### src/rtl/pc_sequencer.sv
// pc_sequencer: fetch-stage program counter with a circular return-address stack.
// Next-pc priority is branch > jump (optionally call) > return > sequential.
// Optional feature: define PC_REDIRECT_CNT_EN to add a saturating redirect_cnt output
// that counts non-sequential pc updates.
module pc_sequencer #(
  parameter int unsigned RAS_DEPTH = 4,
  parameter logic [31:0] RESET_PC  = 32'h0000_0000
) (
  input  logic        clk,
  input  logic        rst_n,
  input  logic        stall,
  input  logic        branch_taken,
  input  logic [31:0] branch_target,
  input  logic        jump,
  input  logic [31:0] jump_target,
  input  logic        call,
  input  logic        ret,
  input  logic [31:0] ret_fallback,
  output logic [31:0] pc,
  output logic [31:0] pc_plus1,
  output logic        ras_empty,
  output logic        ras_full,
  output logic        ras_ovf
`ifdef PC_REDIRECT_CNT_EN
  ,
  output logic [15:0] redirect_cnt
`endif
);

  localparam int PTR_W = $clog2(RAS_DEPTH);
  localparam int CNT_W = PTR_W + 1;

  // The pointer wraps naturally because RAS_DEPTH is a power of two, so a push
  // onto a full stack overwrites the oldest entry without extra logic.
  logic [31:0]      ras_mem [RAS_DEPTH];
  logic [PTR_W-1:0] top;
  logic [CNT_W-1:0] count;

  logic [31:0] next_pc;
  logic        do_push;
  logic        do_pop;

  assign pc_plus1  = pc + 32'd1;
  assign ras_empty = (count == '0);
  assign ras_full  = (count == CNT_W'(RAS_DEPTH));

  // Arbitrate the next pc and decide stack side effects; losers have no effect.
  always_comb begin
    // NOTE: every always_comb output gets a default first so no path can infer a latch.
    next_pc = pc_plus1;
    do_push = 1'b0;
    do_pop  = 1'b0;
    if (branch_taken) begin
      next_pc = branch_target;
    end else if (jump) begin
      next_pc = jump_target;
      do_push = call & ~stall;
    end else if (ret) begin
      if (!ras_empty) begin
        next_pc = ras_mem[top];
        do_pop  = ~stall;
      end else begin
        next_pc = ret_fallback;
      end
    end
  end

  // Stack entry storage: written on push, never reset (count/top define validity).
  always_ff @(posedge clk) begin
    // NOTE: the entry array is deliberately left out of reset; stale entries are never read.
    if (rst_n && do_push) begin
      ras_mem[top + PTR_W'(1)] <= pc_plus1;
    end
  end

  // PC, stack pointer, occupancy and sticky overflow flag.
  always_ff @(posedge clk) begin
    // NOTE: sequential state uses non-blocking assignments only.
    if (!rst_n) begin
      pc      <= RESET_PC;
      top     <= '0;
      count   <= '0;
      ras_ovf <= 1'b0;
    end else if (!stall) begin
      pc <= next_pc;
      if (do_push) begin
        top <= top + PTR_W'(1);
        if (!ras_full) begin
          count <= count + CNT_W'(1);
        end else begin
          ras_ovf <= 1'b1;
        end
      end else if (do_pop) begin
        top   <= top - PTR_W'(1);
        count <= count - CNT_W'(1);
      end
    end
  end

`ifdef PC_REDIRECT_CNT_EN
  logic redirect;
  assign redirect = ~stall & (branch_taken | jump | ret);

  // Saturating count of non-sequential pc updates.
  always_ff @(posedge clk) begin
    if (!rst_n) begin
      redirect_cnt <= '0;
    end else if (redirect && redirect_cnt != 16'hFFFF) begin
      redirect_cnt <= redirect_cnt + 16'd1;
    end
  end
`endif

endmodule

### config.mk
export PLATFORM = sky130hd
export DESIGN_NAME = pc_sequencer
export DESIGN_NICKNAME = d
export VERILOG_FILES = /design/src/rtl/pc_sequencer.sv
export SDC_FILE = /design/constraint.sdc
export NUM_CORES = 1
export LEC_CHECK = 0
export ABC_AREA = 1
export CAP_MARGIN = 20
export CELL_PAD_IN_SITES_DETAIL_PLACEMENT = 1
export CELL_PAD_IN_SITES_GLOBAL_PLACEMENT = 1
export CORE_UTILIZATION = 39
export CTS_BUF_LIST = sky130_fd_sc_hd__clkbuf_4 sky130_fd_sc_hd__clkbuf_8 sky130_fd_sc_hd__clkbuf_16
export DETAILED_ROUTE_END_ITERATION = 7
export PLACE_DENSITY_LB_ADDON = 0.12
export SYNTH_ARGS = -nofsm -noshare
export SYNTH_HDL_FRONTEND = slang
export SYNTH_SLANG_ARGS = --single-unit
### constraint.sdc
create_clock -name clk -period 4 [get_ports clk]
set_input_delay 0.6 -clock clk [delete_from_list [all_inputs] [get_ports clk]]
set_output_delay 0.6 -clock clk [all_outputs]
set_load 0.005 [all_outputs]
==> impl_metrics.json <==
{
  "period_share_pct": 82.29,
  "clock.fmax_ghz": 0.3038,
  "outcome": "complete, no violations",
  "cts_resized": 0,
  "finalHoldViolations": 0,
  "worstMarginPinSlew_ns": 0.9830,
  "postRouteWirelength_um": 29250,
  "fin_crit_ns": 3.292,
  "synth-seq-cells": 168,
  "r2r_end": "pc[1]",
  "clockBufferDepth": 2,
  "peakVddDrop_mv": 0.3068,
  "htree_levels": 4,
  "cts_tree": "done",
  "via_count": 7563,
  "cts_buffers": 17,
  "drc": 0,
  "area_growth_pct": 30.51,
  "slew-limit-headroom_pct": 34.40,
  "synth.avg_cell_area_um2": 8.605,
  "die-area_um2": 22600,
  "required_ns": 3.40,
  "track_usage_pct": 26.80,
  "finalPower_mw": 4.290,
  "tns_ns": 0,
  "critical_path_class": "register to output pin",
  "worstPathMaxFanout": 7,
  "postCtsSetupBuffers": 0,
  "synth.distinct_cells": 36,
  "final_area_um2": 11200,
  "start_util_pct": 40.30,
  "layout.nets": 1258,
  "final-setup-viol-count": 0,
  "layout_common_cells": "295 x nand2_1, 169 x clkdlybuf4s50_1, 133 x nor2_1",
  "rsz0062_at_grt": "no",
  "die_w_um": 150.3,
  "placed_area_um2": 10520,
  "hpwlAfterDp_um": 20630,
  "syn_area_um2": 8579,
  "slew_viol_final": 0,
  "gp_congestion": 0.8740,
  "cellPowerDensity_nw_per_um2": 383.1,
  "clk_pin_slew_worst_paths_ns": 0.07,
  "grt_remaining_overflow": 0,
  "antenna_found_initial": 0,
  "ys_warn_count": 0,
  "hold_depth": 2,
  "final_common_cell": "nand2_1",
  "drive_gt1_share_pct": 8.864,
  "dieHeight_um": 150.3,
  "fin_worst_skew_ns": 0.01361,
  "io_pins": 170,
  "cp_data_arrival_time_ns": 2.69,
  "synthCells": 997,
  "min_from": "ras_ovf",
  "grt_pass1_wl_um": 44410,
  "reg2regPathDepth": 7,
  "num_antenna_cells": 0,
  "syn_nets": 1106,
  "final_antenna_net_count": 0,
  "core_um2": 21290,
  "drt_first_pass_iters": 4,
  "crit_path_end_kind": "output pin",
  "crit_path_start_kind": "register",
  "drv_cap": 0,
  "seq_area_frac_synth_pct": 54.13,
  "grt_max_degree": 67,
  "std_cell_rows": 53,
  "p_leak_nw": 4.175,
  "worstHoldEndpoint": "ras_ovf",
  "hold_class": "register to register",
  "clk_latency_ns": 0.43,
  "cts_sinks": 168,
  "dp_cells": 1403,
  "wl_per_cell_um": 20.36,
  "cts_root_buffer": "clkbuf_16",
  "final_cells": 1437,
  "via_per_inst": 5.263,
  "drt_iter0_drc": 510,
  "holdBufCountCts": 0,
  "grt_pass1_vias": 7621,
  "io_buffer_count": 169,
  "r2r_setup_slack_ns": 1.89
}
## final cells by class
type | instances | area (um2)
clock buffer | 17 | 425.4
clock inverter | 15 | 200.2
fill | 2466 | 10090
inverter | 41 | 153.9
multi-input combinational | 735 | 3576
sequential | 168 | 4646
tap | 275 | 344.1
timing repair buffer | 186 | 1852
## worst max-delay path, stage by stage (launching register included)
cell	delay [ns]
dfxtp_1	0.38
inv_1	0.18
nor2_4	0.21
nand2_2	0.11
nor2_4	0.18
xor2_1	0.57
clkdlybuf4s50_1	0.64
## synth_stat cells
master / instances / area (um2)
a21oi_1: 63 / 315.3
a21oi_2: 7 / 61.31
a22oi_1: 31 / 232.7
and2_1: 3 / 18.77
buf_1: 3 / 11.26
buf_2: 12 / 60.06
buf_4: 1 / 7.510
clkbuf_1: 37 / 138.9
clkinv_1: 1 / 3.750
dfxtp_1: 40 / 800.8
edfxtp_1: 128 / 3844
fa_1: 1 / 20.02
ha_1: 5 / 62.56
inv_1: 37 / 138.9
inv_2: 3 / 11.26
nand2_1: 295 / 1107
nand2_2: 11 / 68.82
nand2_4: 2 / 22.52
nand3_1: 68 / 340.3
nand3_2: 1 / 10.01
nand3b_1: 6 / 45.04
nor2_1: 138 / 518.0
nor2_2: 6 / 37.54
nor2_4: 10 / 112.6
nor2_8: 2 / 40.04
nor3_1: 1 / 5.000
nor4_1: 1 / 6.260
o211ai_1: 1 / 7.510
o21a_1: 2 / 15.01
o21ai_0: 59 / 295.3
o21ai_1: 1 / 5.000
o21ai_2: 1 / 8.760
o21bai_1: 4 / 30.03
xnor2_1: 4 / 35.03
xor2_1: 7 / 61.31
xor2_2: 5 / 81.33
## power breakdown
part | total (mW) | switching [mW] | internal, mW | leakage, nW
clock | 1.74 | 0.778 | 0.963 | 0.306
combinational | 0.589 | 0.323 | 0.266 | 2.39
sequential | 1.96 | 0.0468 | 1.91 | 1.48
total | 4.29 | 1.15 | 3.14 | 4.18
## routing by layer
metal	track usage [%]	part of all wire (%)	up-vias
li1	-	-	3635
met5	0	0	-
met2	42.28	47	182
met1	38.64	48	3728
met4	6.414	1.1	0
met3	3.939	4.4	18
## cell families (layout without fill, tap and decap cells)
group / Yosys count / after routing / synth area share [%]
AND/OR/NAND/NOR: 544 / 544 / 27.18
AO/OA/AOI/OAI: 169 / 169 / 11.32
XOR/XNOR: 16 / 16 / 2.071
flip-flops: 168 / 168 / 54.13
adder cells (fa/ha/maj): 6 / 6 / 0.9625
buffers and inverters: 94 / 259 / 4.331
## per-stage QoR
stage               setup WS [ns]  hold slack (ns)  utilization, %
floorplan                  0.9270           0.4466               -
global placement            1.163           0.4398           49.44
detailed placement          1.017           0.4527           49.44
CTS                        0.7573           0.4629           52.38
global route               0.5815           0.4977           52.60
finish                     0.7083           0.4582           52.60
## worst max path at each step
| stage | start | to | slack (ns) | cells past startpoint |
|---|---|---|---|---|
| after floorplan | stall | ras_mem[0][0] | 0.93 | 6 |
| after global placement | stall | ras_mem[0][31] | 1.16 | 7 |
| after detailed placement | branch_taken | ras_mem[0][19] | 1.02 | 7 |
| after CTS | pc[1] | pc_plus1[12] | 0.76 | 7 |
| after global routing | pc[0] | pc_plus1[13] | 0.58 | 6 |
| final | pc[0] | pc_plus1[13] | 0.71 | 6 |
## state kept, by name, indices dropped and copies added, names as in the netlist, named ones only
register / flops
ras_mem: 128
ras_ovf: 1
pc: 32
top: 2
count: 3
(Power assumes the default switching activity.)
